[config.mk]
export PLATFORM = sky130hd
export DESIGN_NAME = dot_board_render_flat
export DESIGN_NICKNAME = d
export VERILOG_FILES = /design/src/rtl/dot_board_render_if.sv /design/src/rtl/dot_board_render.sv /design/src/flat_wrapper.sv
export SDC_FILE = /design/constraint.sdc
export NUM_CORES = 1
export LEC_CHECK = 0
export CELL_PAD_IN_SITES_DETAIL_PLACEMENT = 1
export CELL_PAD_IN_SITES_GLOBAL_PLACEMENT = 1
export CORE_MARGIN = 5
export CORE_UTILIZATION = 44
export DETAILED_ROUTE_END_ITERATION = 6
export GPL_ROUTABILITY_DRIVEN = 0
export PLACE_DENSITY_LB_ADDON = 0.1
export SYNTH_ARGS = -nofsm -noshare
export SYNTH_HDL_FRONTEND = slang
export SYNTH_SLANG_ARGS = --single-unit
[constraint.sdc]
create_clock -name clk -period 8 [get_ports clk]
set_input_delay 1.6 -clock clk [delete_from_list [all_inputs] [get_ports clk]]
set_output_delay 1.6 -clock clk [all_outputs]
set_load 0.01 [all_outputs]
[src/rtl/dot_board_render_if.sv]
// ============================================================================
// Module      : dot_board_render_if
// Description : Board-update handshake bundle between the game logic and the
//               dot-matrix renderer.
// Revision    : 1.0  initial release
// ============================================================================
`default_nettype none

interface dot_board_render_if;
  logic [17:0] board;
  logic        shift_right;
  logic        turn_o;
  logic [3:0]  cursor;
  logic        board_valid;
  logic        board_ready;

  modport master (
    output board, shift_right, turn_o, cursor, board_valid,
    input  board_ready
  );

  modport slave (
    input  board, shift_right, turn_o, cursor, board_valid,
    output board_ready
  );
endinterface

`default_nettype wire

[src/rtl/dot_board_render.sv]
// ============================================================================
// Module      : dot_board_render
// Description : Row-scanning 10x14 dot-matrix driver for the tic-tac-toe board,
//               with a double-buffered board update applied at frame wrap.
//               Optional feature macro: DOT_CURSOR_BLINK_EN (cursor cell blink).
// Revision    : 1.0  initial release
// ============================================================================
`default_nettype none

module dot_board_render #(
  parameter int SCAN_DIV     = 2500,
  parameter int BLINK_FRAMES = 32
) (
  input  logic               clk,
  input  logic               rst,
  dot_board_render_if.slave  bus,
  output logic               frame_start,
  output logic [9:0]         dot_row,
  output logic [13:0]        dot_col
);

  localparam int PRESC_W = (SCAN_DIV > 1) ? $clog2(SCAN_DIV) : 1;

  logic [PRESC_W-1:0] presc_q, presc_d;
  logic [3:0]         row_q, row_d;
  logic               tick, wrap, use_pend, capture;

  logic               pend_full_q;
  logic [17:0]        pend_board_q, shd_board_q, src_board;
  logic               pend_shr_q, shd_shr_q, src_shr;
  logic               pend_turn_q, shd_turn_q, src_turn;
  logic [8:0]         blank;

  logic               frame_start_q;
  logic [9:0]         dot_row_q;
  logic [13:0]        dot_col_q;

`ifdef DOT_CURSOR_BLINK_EN
  localparam int FCNT_W = (BLINK_FRAMES > 1) ? $clog2(BLINK_FRAMES) : 1;
  logic [3:0]         pend_cur_q, shd_cur_q, src_cur;
  logic [FCNT_W-1:0]  fcnt_q, fcnt_d;
  logic               phase_q, phase_d;
`else
  localparam int unused_blink_frames = BLINK_FRAMES;
  logic unused_cursor;
  assign unused_cursor = ^bus.cursor;
`endif

  // Builds one row of column data; cbase is the index of the leftmost cell in the row.
  function automatic logic [13:0] render_row(
    input logic [3:0]  row,
    input logic [17:0] brd,
    input logic        shr,
    input logic        trn,
    input logic [8:0]  blk
  );
    logic [8:0] line;
    logic [1:0] pr;
    logic [3:0] cbase;
    logic [1:0] code;
    line  = '0;
    pr    = '0;
    cbase = '0;
    code  = '0;
    if (row == 4'd9) begin
      line = trn ? 9'h007 : 9'h1C0;
    end else begin
      pr    = 2'(row % 4'd3);
      cbase = 4'(row - {2'b00, pr});
      for (int k = 0; k < 3; k++) begin
        code = brd[2*(int'(cbase)+k) +: 2];
        if (blk[int'(cbase)+k]) code = 2'd0;
        case (code)
          2'd1:    line[3*k +: 3] = (pr == 2'd1) ? 3'b010 : 3'b101;
          2'd2:    line[3*k +: 3] = (pr == 2'd1) ? 3'b101 : 3'b111;
          default: line[3*k +: 3] = 3'b000;
        endcase
      end
    end
    return shr ? {line, 5'b0} : {5'b0, line};
  endfunction

  always_comb begin
    tick     = (presc_q == PRESC_W'(SCAN_DIV - 1));
    presc_d  = tick ? '0 : presc_q + 1'b1;
    wrap     = tick && (row_q == 4'd9);
    row_d    = row_q;
    if (tick) row_d = wrap ? 4'd0 : row_q + 4'd1;
    capture  = bus.board_valid && !pend_full_q;
    // Row 0 of a new frame must already show the pending update being committed on this edge.
    use_pend = wrap && pend_full_q;
    src_board = use_pend ? pend_board_q : shd_board_q;
    src_shr   = use_pend ? pend_shr_q   : shd_shr_q;
    src_turn  = use_pend ? pend_turn_q  : shd_turn_q;
    blank     = '0;
`ifdef DOT_CURSOR_BLINK_EN
    src_cur = use_pend ? pend_cur_q : shd_cur_q;
    fcnt_d  = fcnt_q;
    phase_d = phase_q;
    if (wrap) begin
      if (fcnt_q == FCNT_W'(BLINK_FRAMES - 1)) begin
        fcnt_d  = '0;
        phase_d = ~phase_q;
      end else begin
        fcnt_d  = fcnt_q + 1'b1;
      end
    end
    if (phase_d && (src_cur >= 4'd1) && (src_cur <= 4'd9))
      blank = 9'(9'd1 << (src_cur - 4'd1));
`endif
  end

  always_ff @(posedge clk or posedge rst) begin
    if (rst) begin
      presc_q       <= '0;
      row_q         <= 4'd9;
      frame_start_q <= 1'b0;
      dot_row_q     <= '0;
      dot_col_q     <= '0;
      pend_full_q   <= 1'b0;
      pend_board_q  <= '0;
      pend_shr_q    <= 1'b0;
      pend_turn_q   <= 1'b0;
      shd_board_q   <= '0;
      shd_shr_q     <= 1'b0;
      shd_turn_q    <= 1'b0;
    end else begin
      presc_q       <= presc_d;
      row_q         <= row_d;
      frame_start_q <= wrap;
      if (tick) begin
        dot_row_q <= 10'd1 << row_d;
        dot_col_q <= render_row(row_d, src_board, src_shr, src_turn, blank);
      end
      if (use_pend) begin
        shd_board_q <= pend_board_q;
        shd_shr_q   <= pend_shr_q;
        shd_turn_q  <= pend_turn_q;
        pend_full_q <= 1'b0;
      end else if (capture) begin
        pend_board_q <= bus.board;
        pend_shr_q   <= bus.shift_right;
        pend_turn_q  <= bus.turn_o;
        pend_full_q  <= 1'b1;
      end
    end
  end

`ifdef DOT_CURSOR_BLINK_EN
  always_ff @(posedge clk or posedge rst) begin
    if (rst) begin
      pend_cur_q <= '0;
      shd_cur_q  <= '0;
      fcnt_q     <= '0;
      phase_q    <= 1'b0;
    end else begin
      fcnt_q  <= fcnt_d;
      phase_q <= phase_d;
      if (use_pend)     shd_cur_q  <= pend_cur_q;
      else if (capture) pend_cur_q <= bus.cursor;
    end
  end
`endif

  assign bus.board_ready = ~pend_full_q;
  assign frame_start     = frame_start_q;
  assign dot_row         = dot_row_q;
  assign dot_col         = dot_col_q;

endmodule

`default_nettype wire

[src/flat_wrapper.sv]
// flat-port wrapper written by rule: the top's interface ports become plain ports
module dot_board_render_flat 
#(
  parameter int SCAN_DIV     = 2500,
  parameter int BLINK_FRAMES = 32
)
  (clk, rst, frame_start, dot_row, dot_col, bus_board, bus_shift_right, bus_turn_o, bus_cursor, bus_board_valid, bus_board_ready);
  dot_board_render_if bus_i ();
  input  logic clk;
  input  logic rst;
  output logic frame_start;
  output logic [9:0] dot_row;
  output logic [13:0] dot_col;
  input wire logic [$bits(bus_i.board)-1:0] bus_board;
  input wire logic [$bits(bus_i.shift_right)-1:0] bus_shift_right;
  input wire logic [$bits(bus_i.turn_o)-1:0] bus_turn_o;
  input wire logic [$bits(bus_i.cursor)-1:0] bus_cursor;
  input wire logic [$bits(bus_i.board_valid)-1:0] bus_board_valid;
  output wire logic [$bits(bus_i.board_ready)-1:0] bus_board_ready;
  assign bus_i.board = bus_board;
  assign bus_i.shift_right = bus_shift_right;
  assign bus_i.turn_o = bus_turn_o;
  assign bus_i.cursor = bus_cursor;
  assign bus_i.board_valid = bus_board_valid;
  assign bus_board_ready = bus_i.board_ready;
  dot_board_render #(.SCAN_DIV(SCAN_DIV), .BLINK_FRAMES(BLINK_FRAMES)) u_core (.clk(clk), .rst(rst), .bus(bus_i), .frame_start(frame_start), .dot_row(dot_row), .dot_col(dot_col));
endmodule
==> results.md, run 1 <==
* Status: complete, no violations
* Reg power frac at 0.569
* # IOs at 53
* Gr busiest metal: met2
* Worst EP arrival at about 7600 ps
* Pre-antenna DRT Iters at 4
* Slew HR at 0.300
* Warnings, synthesis at 0
* Fmax at around 140 MHz
* WS Path Type: register to register
* CTS buffer count at 9
* Iter 0 DRT Violations at around 110
* Worst Tran Pin Value at between 1000 and 1500 ps
* Antenna Cells at 0
* Initial antenna violation count at 0
* Max-cap viol count at 0
* Hold path start: u_core.dot_col[10]$_DFFE_PP0N_
* WL final at roughly 9600 um
* Clock network power share at 0.398
* Final Cell Area at 5210 um^2
* Post-synthesis sequential area ratio at 0.457
* Slowest stage delay, CP at roughly 760 ps
* Final Hold Vio Count at 0
* DP Wirelength at between 7000 and 8000 um
* Via Count at slightly above 3000
* Via density at about 5.3
* Top post-synthesis cells by area: dfrtp_1 44%, mux2i_1 8.2%, mux2_2 5.6%
* Critical path endpoint: u_core.dot_col[8]$_DFFE_PP0N_
* Grt met2 use at 0.295
* FF-to-FF Start: u_core.presc_q[0]$_DFF_PP0_
* Yosys top cell area share at 0.445
* FF-to-FF setup slack at roughly 610 ps
* Vias in the first global route at roughly 3400
* Clock sink total at 80
* Routed WL per cell at around 16 um
* Most used cell, CP: ha_1
* Dpl cells at about 570
* H-tree levels at 3
* Global-route wire length before repair at around 16000 um
* Crit path time final at approximately 7400 ps
* CTS tree: yes
* Post-Syn Instances at 402
* Leak at roughly 0.0027 uW
* Sw Ratio at 0.219
* Clk_lat worst skew at 350 ps
* Async SR Flop Fraction at 1.00
* GR Overflow Total at 0
* Crit. End Element: register
* Synthesized area at 4390 um^2
* Clock Path Buffers at 2
* Syn Area/Cell at roughly 11 um^2
* RSZ-0062 raised after global routing: no
* Startpoint types: register
* Worst R2R Path Depth at 31
* Setup violations, final at 0
* Worst EP required at approximately 8200 ps
* PwrDens at 139 nW/um^2
* Final hold slack at 482 ps
* Core area at between 9000 and 10000 um^2
* Placed Instance Area at between 4000 and 5000 um^2
* Fin crit share at 0.924
* Setup TNS Final at 0 ps
* Post-synth net total at about 450
* Critical R2R Capture: u_core.dot_col[8]$_DFFE_PP0N_
* Critical-path top delay cell: fa_2
* Root Driver: clkbuf_8
* Worst hold path type: register to register
* Logic pwr share at 0.033
* Hold-fix buffers, CTS at 0
* Largest net degree at the start of global routing at roughly 80
* Internal Power at 565 uW
* Final net count at 495
* Met3 Track Usage GR at 0.0288
* Starting density of the core at 0.451
* Most frequent cells in the layout: 78 x dfrtp_1, 48 x clkdlybuf4s50_1, 37 x inv_1
* Slew Limit Fails at 0
* Worst Setup SP: u_core.presc_q[0]$_DFF_PP0_
* DR DRC count at 0
* Post-CTS setup buffer count at 0
* Psw at roughly 160 uW
* I/O Buffers at 48
* Most common cell after layout, fill and taps aside: dfrtp_1
* Clock transition time at the flip-flop clock pins of the worst setup and hold paths at 80 ps
* Routed Antenna Nets at 0
* Die Height at roughly 110 um
* Final cell count without fillers at 589
* Crit path max fanout at 12
* Yosys cell types at 67
* EDFF count, synth at 0
* Die width at between 100 and 150 um
* Peak supply drop at 0.0792 mV
* Row cnt at 36
* Share of layout cells above drive strength 1 at 0.164
* Synth Flop Type: dfrtp_1
* Layout area overhead at 18.6%
* Post_cts resized at 0
* Skew final at around 12 ps
* Gr usage total at 0.173
* Yosys top cell by area: dfrtp_1
* Die area at ~12000 um^2
* Met1 Usage GRT at 0.219
* Yosys reg bits at 80
-- flip-flops by register name, indices dropped and copies added, names as in the netlist --
register and cells:
u_core.shd_shr_q 1, u_core.pend_turn_q 1, u_core.presc_q 12, u_core.pend_board_q 18, u_core.shd_board_q 18, u_core.pend_shr_q 1
u_core.dot_row 10, u_core.shd_turn_q 1, u_core.dot_col 12, u_core.row_q 4, u_core.frame_start 1, u_core.pend_full_q 1
-- stage by stage --
stage,setup slack (ps),util,power (uW)
floorplan,1140,-,430
detailed placement,365,0.514,445
CTS,301,0.533,738
global route,62.0,0.535,758
global placement,606,0.514,444
finish,607,0.535,724
-- cell type report --
cell class                 count  area, um^2
clock buffer                  10         128
clock inverter                 6        60.1
fill                        1092        4520
inverter                      39         148
multi-input combinational    266        2170
sequential                    80        2000
tap                          133         166
timing repair buffer          55         533
-- worst min-delay path by stage --
stage                                      end  slack, ps  cells after the start
2_1_floorplan  u_core.shd_board_q[0]$_DFF_PP0_        450                      2
3_3_place_gp     u_core.dot_row[7]$_DFFE_PP0N_        460                      2
3_5_place_dp    u_core.dot_col[10]$_DFFE_PP0N_        470                      1
4_1_cts          u_core.dot_row[3]$_DFFE_PP0N_        490                      2
5_1_grt         u_core.dot_col[10]$_DFFE_PP0N_        510                      1
6_report        u_core.dot_col[10]$_DFFE_PP0N_        480                      1
-- logic make-up (layout without fill, tap and decap cells) --
family                     count (synthesis)  after routing  share of synthesized area
AOI/OAI and AO/OA                         59             59                      0.101
DFF                                       80             80                      0.457
adders and majority gates                 17             17                     0.0502
xor gates and xnor gates                  15             15                     0.0334
buffers and inverters                     56            110                     0.0544
and+or+nand+nor                          109            109                      0.127
muxes                                     66             66                      0.178
-- worst max-delay path, delay by kind of cell (launching register included) --
kind | cells | cell delay [ps]
AO/OA/AOI/OAI | 6 | 1380
adder cells (fa/ha/maj) | 7 | 2240
buffers and inverters | 4 | 410
flip-flops | 1 | 400
AND/OR/NAND/NOR | 10 | 1650
multiplexers | 4 | 1210
-- metal layers --
layer / vias up / routed length (um)
met3: 13 / 206
li1: 1492 / -
met1: 1571 / 4210
met2: 36 / 5010
met4: 0 / 151
met5: - / 0
-- power by group through the flow --
stage	Sequential, uW	Combinational [uW]	Clock [uW]
after CTS	412	24.9	300
after global placement	420	23.9	0
after floorplan	419	10.7	0
final	412	23.7	288
after detailed placement	420	24.9	0
after global routing	413	27.0	318
-- cells in the mapped netlist (2+ instances only) --
cell	count
a211oi_2	2
xnor2_1	9
dfrtp_1	78
nand2b_1	2
dfstp_2	2
nand4_1	4
mux2_2	22
mux2i_1	36
a22o_1	2
nor2_1	28
nor2b_1	2
clkbuf_1	7
nand3b_1	3
ha_1	16
and3_1	6
inv_1	38
nand3_1	15
buf_2	5
buf_6	2
o22ai_1	2
buf_4	2
o21ai_1	3
and2_1	2
o21ai_0	12
a211oi_1	4
xor2_1	4
nand2_1	34
a31oi_1	7
a21oi_1	7
mux4_2	4
nor3b_1	3
mux2i_4	3
o22a_1	2
(Power assumes the default switching activity.)
==> run 2: changes to the inputs <==
--- a/config.mk
+++ b/config.mk
@@ -7,7 +7,8 @@
 export LEC_CHECK = 0
 export CELL_PAD_IN_SITES_DETAIL_PLACEMENT = 1
 export CELL_PAD_IN_SITES_GLOBAL_PLACEMENT = 1
-export CORE_MARGIN = 5
+export CORE_ASPECT_RATIO = 0.8
+export CORE_MARGIN = 2
 export CORE_UTILIZATION = 44
 export DETAILED_ROUTE_END_ITERATION = 6
 export GPL_ROUTABILITY_DRIVEN = 0
==> results.md, run 2 (synthesized netlist as in run 1, its figures left out) <==
* Status: complete, no violations
* WS Path Type: register to register
* WL final at 9890 um (+3.3%)
* Critical path endpoint: u_core.dot_col[5]$_DFFE_PP0N_
* Vias in the first global route at 3318 (-3.3%)
* DP Wirelength at 7210 um (+1.2%)
* Psw at 178 uW (+12%)
* Internal Power at 706 uW (+25%)
* Skew final at 4.25 ps (-7.47 ps)
* Core area at 9690 um^2 (-0.41%)
* Pre-antenna DRT Iters at 4 (unchanged)
* Most common cell after layout, fill and taps aside: dfrtp_1
* Setup TNS Final at 0 ps (unchanged)
* Post-CTS setup buffer count at 0 (unchanged)
* DR DRC count at 0 (unchanged)
* Worst EP arrival at 7620 ps (about the same)
* Largest net degree at the start of global routing at 81 (unchanged)
* Via Count at 3159 (+1.5%)
* Final net count at 495 (unchanged)
* Startpoint types: register
* Fin crit share at 0.920 (-0.00392)
* Clock network power share at 0.506 (+0.108)
* Initial antenna violation count at 0 (unchanged)
* Clk_lat worst skew at 340 ps (about the same)
* CTS buffer count at 9 (unchanged)
* RSZ-0062 raised after global routing: no
* H-tree levels at 3 (unchanged)
* GR Overflow Total at 0 (unchanged)
* Die Height at 93.3 um (-15%)
* Die width at 116 um (+5.3%)
* Worst Setup SP: u_core.presc_q[0]$_DFF_PP0_
* Die area at 10800 um^2 (-11%)
* Setup violations, final at 0 (unchanged)
* I/O Buffers at 48 (unchanged)
* Clock Path Buffers at 2 (unchanged)
* Worst Tran Pin Value at 1080 ps (+32.3 ps)
* FF-to-FF setup slack at 640 ps (+30 ps)
* PwrDens at 165 nW/um^2 (+19%)
* Gr usage total at 0.201 (+0.0284)
* Sw Ratio at 0.201 (-0.0178)
* # IOs at 53 (unchanged)
* Critical-path top delay cell: dfrtp_1
* Logic pwr share at 0.027 (-0.006)
* Crit path time final at 7360 ps (-31.3 ps)
* Reg power frac at 0.467 (-0.102)
* Share of layout cells above drive strength 1 at 0.169 (+0.00439)
* Slew HR at 0.279 (-0.0216)
* FF-to-FF Start: u_core.presc_q[0]$_DFF_PP0_
* Antenna Cells at 0 (unchanged)
* Leak at 0.00272 uW (+2.5%)
* Final Hold Vio Count at 0 (unchanged)
* Most used cell, CP: ha_1
* Routed Antenna Nets at 0 (unchanged)
* Slew Limit Fails at 0 (unchanged)
* Global-route wire length before repair at 16700 um (+2.4%)
* CTS tree: yes
* Slowest stage delay, CP at 390 ps (-370 ps)
* Crit path max fanout at 11 (-1)
* Worst EP required at 8260 ps (+20 ps)
* Most frequent cells in the layout: 78 x dfrtp_1, 48 x clkdlybuf4s50_1, 37 x inv_1
* Post_cts resized at 0 (unchanged)
* Layout area overhead at 22.1%
* Max-cap viol count at 0 (unchanged)
* Hold-fix buffers, CTS at 0 (unchanged)
* Root Driver: clkbuf_16
* Crit. End Element: register
* Fmax at 136 MHz (+0.43%)
* Worst R2R Path Depth at 35 (+13%)
* Row cnt at 32 (-11%)
* Worst hold path type: register to register
* Clock sink total at 80 (unchanged)
* Clock transition time at the flip-flop clock pins of the worst setup and hold paths at 60 ps (-20 ps)
* Top Registers: u_core.pend_board_q (18), u_core.shd_board_q (18)
* Iter 0 DRT Violations at 158 (+50%)
* Via density at 5.34 (+1.0%)
* Pre-CTS setup slack at 477 ps (+112 ps)
* Routed WL per cell at 16.7 um (+2.8%)
* Starting density of the core at 0.453 (+0.00186)
* Setup ws final at 639 ps (+31.3 ps)
* Peak supply drop at 0.0943 mV (+19%)
* Critical R2R Capture: u_core.dot_col[5]$_DFFE_PP0N_
-- run 2: through the flow --
step	area, um^2	cells	util	total power (uW)	hold WS (ps)
2_1_floorplan	4390	402	-	430	450
3_3_place_gp	5000	576	0.516	444	461
3_5_place_dp	5000	576	0.516	445	474
4_1_cts	5340	592	0.551	899	487
5_1_grt	5360	592	0.553	915	517
6_report	5360	592	0.553	884	481
-- run 2: per-layer routing --
metal | track usage | share of wire | vias up
met1 | 0.271 | 0.48 | 1585
met2 | 0.317 | 0.47 | 61
met5 | 0 | 0 | -
li1 | - | - | 1496
met3 | 0.0441 | 0.032 | 17
met4 | 0.0794 | 0.019 | 0
-- run 2: worst min path at each step --
stage,startpoint,endpoint,slack (ps),cells after the start
after floorplan,u_core.shd_board_q[0]$_DFF_PP0_,u_core.shd_board_q[0]$_DFF_PP0_,450,2
after global placement,u_core.dot_col[1]$_DFFE_PP0N_,u_core.dot_col[1]$_DFFE_PP0N_,460,2
after detailed placement,u_core.dot_row[1]$_DFFE_PP0N_,u_core.dot_row[1]$_DFFE_PP0N_,470,2
after CTS,u_core.dot_row[7]$_DFFE_PP0N_,u_core.dot_row[7]$_DFFE_PP0N_,490,2
after global routing,u_core.dot_row[7]$_DFFE_PP0N_,u_core.dot_row[7]$_DFFE_PP0N_,520,2
final,u_core.dot_col[9]$_DFFE_PP0N_,u_core.dot_col[9]$_DFFE_PP0N_,480,2
-- run 2: worst max-delay path: cells and delay by family, from the launching register on --
kind	cells	cell delay [ps]
XOR/XNOR	1	260
multiplexers	6	1310
buffers and inverters	5	700
AND/OR/NAND/NOR	6	990
AO/OA/AOI/OAI	10	1730
flip-flops	1	390
adder cells (fa/ha/maj)	7	1910
-- run 2: power by group through the flow --
stage / registers, uW / clock network (uW) / logic [uW]
3_3_place_gp: 420 / 0 / 23.8
5_1_grt: 413 / 475 / 26.7
3_5_place_dp: 420 / 0 / 24.9
2_1_floorplan: 419 / 0 / 10.7
6_report: 413 / 447 / 23.9
4_1_cts: 413 / 461 / 25.0
-- run 2: area by class of cell --
type                    instances  area (um^2)
flip-flops and latches         80         2000
fillers                      1070         4330
repair buffers                 55          533
clock buffers                  10          239
clock inverters                 6         92.6
inverters                      39          148
multi-input cells             266         2170
well taps                     136          170
==> run 3: changes to the inputs <==
--- a/config.mk
+++ b/config.mk
@@ -5,11 +5,12 @@
 export SDC_FILE = /design/constraint.sdc
 export NUM_CORES = 1
 export LEC_CHECK = 0
+export ABC_AREA = 1
 export CELL_PAD_IN_SITES_DETAIL_PLACEMENT = 1
 export CELL_PAD_IN_SITES_GLOBAL_PLACEMENT = 1
 export CORE_ASPECT_RATIO = 0.8
 export CORE_MARGIN = 2
-export CORE_UTILIZATION = 44
+export CORE_UTILIZATION = 43
 export DETAILED_ROUTE_END_ITERATION = 6
 export GPL_ROUTABILITY_DRIVEN = 0
 export PLACE_DENSITY_LB_ADDON = 0.1
==> results.md, run 3 <==
* Yosys reg bits at 80 (unchanged)
* Gr usage total at 0.199 (-0.00262)
* Layout area overhead at 20.7%
* Top post-synthesis cells by area: dfrtp_1 43%, nand2_1 8.9%, inv_1 5.3%
* Clock transition time at the flip-flop clock pins of the worst setup and hold paths at 60 ps (about the same)
* Warnings, synthesis at 0 (unchanged)
* Synthesized area at 4490 um^2 (+2.3%)
* Syn Area/Cell at 8.75 um^2 (-20%)
* Post-Syn Instances at 513 (+28%)
* DR top layer: met4
* RSZ-0062 raised after global routing: no
* Top Registers: u_core.pend_board_q (18), u_core.shd_board_q (18)
* Share of layout cells above drive strength 1 at 0.177 (+0.00845)
* Iter 0 DRT Violations at 118 (-25%)
* Post-CTS setup buffer count at 0 (unchanged)
* Synth cell count leaders: 106 x nand2_1, 78 x dfrtp_1, 63 x inv_1, 32 x nand3_1, 29 x o21ai_1
* Worst EP required at 8260 ps (about the same)
* Slew Limit Fails at 0 (unchanged)
* Root Driver: clkbuf_16
* Final net count at 603 (+22%)
* Synth Flop Type: dfrtp_1
* Die width at 118 um (+2.2%)
* Die area at 11300 um^2 (+4.4%)
* Leak at 0.00276 uW (+1.6%)
* Async SR Flop Fraction at 1.00 (unchanged)
* I/O Buffers at 48 (unchanged)
* Most frequent cells in the layout: 106 x nand2_1, 78 x dfrtp_1, 62 x inv_1
* Clock sink total at 80 (unchanged)
* Pre-antenna DRT Iters at 4 (unchanged)
* Die Height at 95.4 um (+2.2%)
* Top-count cell post-synth: nand2_1
* Final Cell Area at 5420 um^2 (+1.0%)
* H-tree levels at 3 (unchanged)
* FF-to-FF setup slack at 1820 ps (+1180 ps)
* PwrDens at 173 nW/um^2 (+4.7%)
* CP bufs+invs at 7 (+2)
* Slowest stage delay, CP at 790 ps (+400 ps)
* Worst Tran Pin Value at 1030 ps (-44.6 ps)
* Most used cell, CP: nand2_1
* WL final at 10400 um (+4.9%)
* Crit path max fanout at 34 (+23)
* Fmax at 162 MHz (+19%)
* Startpoint types: register
* Yosys cell types at 47 (-30%)
* Yosys top cell by area: dfrtp_1
* Vias in the first global route at 3623 (+9.2%)
* Post-synthesis sequential area ratio at 0.447 (-0.0101)
* Via density at 4.95 (-7.3%)
* Peak supply drop at 0.149 mV (+58%)
* Routed Antenna Nets at 0 (unchanged)
* DR DRC count at 0 (unchanged)
* Yosys top cell area share at 0.435 (-0.00979)
* Skew final at 6.98 ps (+2.72 ps)
* Critical-path top delay cell: fa_1
* Crit. End Element: register
* Post-synth net total at 557 (+25%)
* M1 WL at 5060 um (+5.8%)
* Delay-heaviest family, CP: adder cells
* DR WL met2 at 4800 um (+4.1%)
* Routed WL per cell at 14.7 um (-12%)
* Met3 wire length at 380 um (+20%)
* Crit path time final at 6180 ps (-1180 ps)
* Overall power at 935 uW (+5.7%)
* Placed Instance Area at 5050 um^2 (+0.88%)
* WS Path Type: register to register
* CTS buffer count at 9 (unchanged)
* Row cnt at 33 (+3.1%)
* Setup violations, final at 0 (unchanged)
* Initial antenna violation count at 0 (unchanged)
* Via Count at 3482 (+10%)
* Starting density of the core at 0.440 (-0.0129)
* Clk_lat worst skew at 340 ps (about the same)
* Final core utilization at 0.531 (-0.0222)
* Fin crit share at 0.773 (-0.147)
* EDFF count, synth at 0 (unchanged)
* Pre-CTS setup slack at 1820 ps (+1340 ps)
* Post_cts resized at 0 (unchanged)
* DP Wirelength at 7460 um (+3.5%)
* Largest net degree at the start of global routing at 81 (unchanged)
* Max-cap viol count at 0 (unchanged)
* Status: complete, no violations
* Antenna Cells at 0 (unchanged)
* Setup ws final at 1820 ps (+1180 ps)
* CTS tree: yes
* Worst EP arrival at 6450 ps (-1170 ps)
* # IOs at 53 (unchanged)
* Core area at 10200 um^2 (+5.3%)
* Clock Path Buffers at 2 (unchanged)
* Worst hold path type: register to register
* Final Hold Vio Count at 0 (unchanged)
* GR Overflow Total at 0 (unchanged)
* Slew HR at 0.312 (+0.0330)
* Setup TNS Final at 0 ps (unchanged)
* Most common cell after layout, fill and taps aside: nand2_1
* Global-route wire length before repair at 17800 um (+6.5%)
* Hold-fix buffers, CTS at 0 (unchanged)
-- run 3: cell types whose count changed after synthesis, sizes merged, moves of 10 or more --
cell / delta
inv: +41
or2: +12
mux2i: -38
nand2: +85
a21oi: +10
nand3: +22
o21ai: +40
-- run 3: final timing paths --
check / start / to / depth (start not counted)
setup / recovery: u_core.presc_q[0]$_DFF_PP0_ / u_core.dot_col[5]$_DFFE_PP0N_ / 35
hold reg to reg: u_core.presc_q[0]$_DFF_PP0_ / u_core.presc_q[0]$_DFF_PP0_ / 1
setup reg to reg: u_core.presc_q[0]$_DFF_PP0_ / u_core.dot_col[5]$_DFFE_PP0N_ / 35
min in group asynchronous: rst / u_core.pend_board_q[7]$_DFFE_PP0P_ / 3
hold / removal: u_core.presc_q[0]$_DFF_PP0_ / u_core.presc_q[0]$_DFF_PP0_ / 1
max in group asynchronous: rst / u_core.dot_col[12]$_DFFE_PP0N_ / 3
-- run 3: layer usage --
layer,vias up,GRT usage
li1,1721,-
met1,1707,0.265
met2,44,0.329
met3,10,0.0401
met4,0,0.0633
met5,-,0
-- run 3: metrics by stage --
stage          std cells  hold WS (ps)
5_1_grt              704           506
6_report             704           465
3_3_place_gp         688           448
4_1_cts              704           463
2_1_floorplan        513           431
3_5_place_dp         688           455
-- run 3: area by class of cell --
| type | instances | area [um^2] |
|---|---|---|
| fill | 1181 | 4780 |
| multi-input combinational | 338 | 2060 |
| sequential | 80 | 2000 |
| timing repair buffer | 49 | 488 |
| inverter | 81 | 320 |
| clock buffer | 10 | 239 |
| tap | 140 | 175 |
| clock inverter | 6 | 130 |
-- run 3: logic make-up (layout without fill, tap and decap cells) --
group | count (synthesis) | in the layout | synth area share
flip-flops | 80 | 80 | 0.447
AO/OA/AOI/OAI | 84 | 84 | 0.110
buffers and inverters | 95 | 146 | 0.0945
XOR/XNOR | 8 | 8 | 0.0257
AND/OR/NAND/NOR | 212 | 212 | 0.232
adder cells (fa/ha/maj) | 17 | 17 | 0.0491
multiplexers | 17 | 17 | 0.0424
-- run 3: power breakdown --
group / switching [uW] / internal, uW
Clock: 167 / 344
Combinational: 9.41 / 9.71
Sequential: 0 / 405
Total: 176 / 758
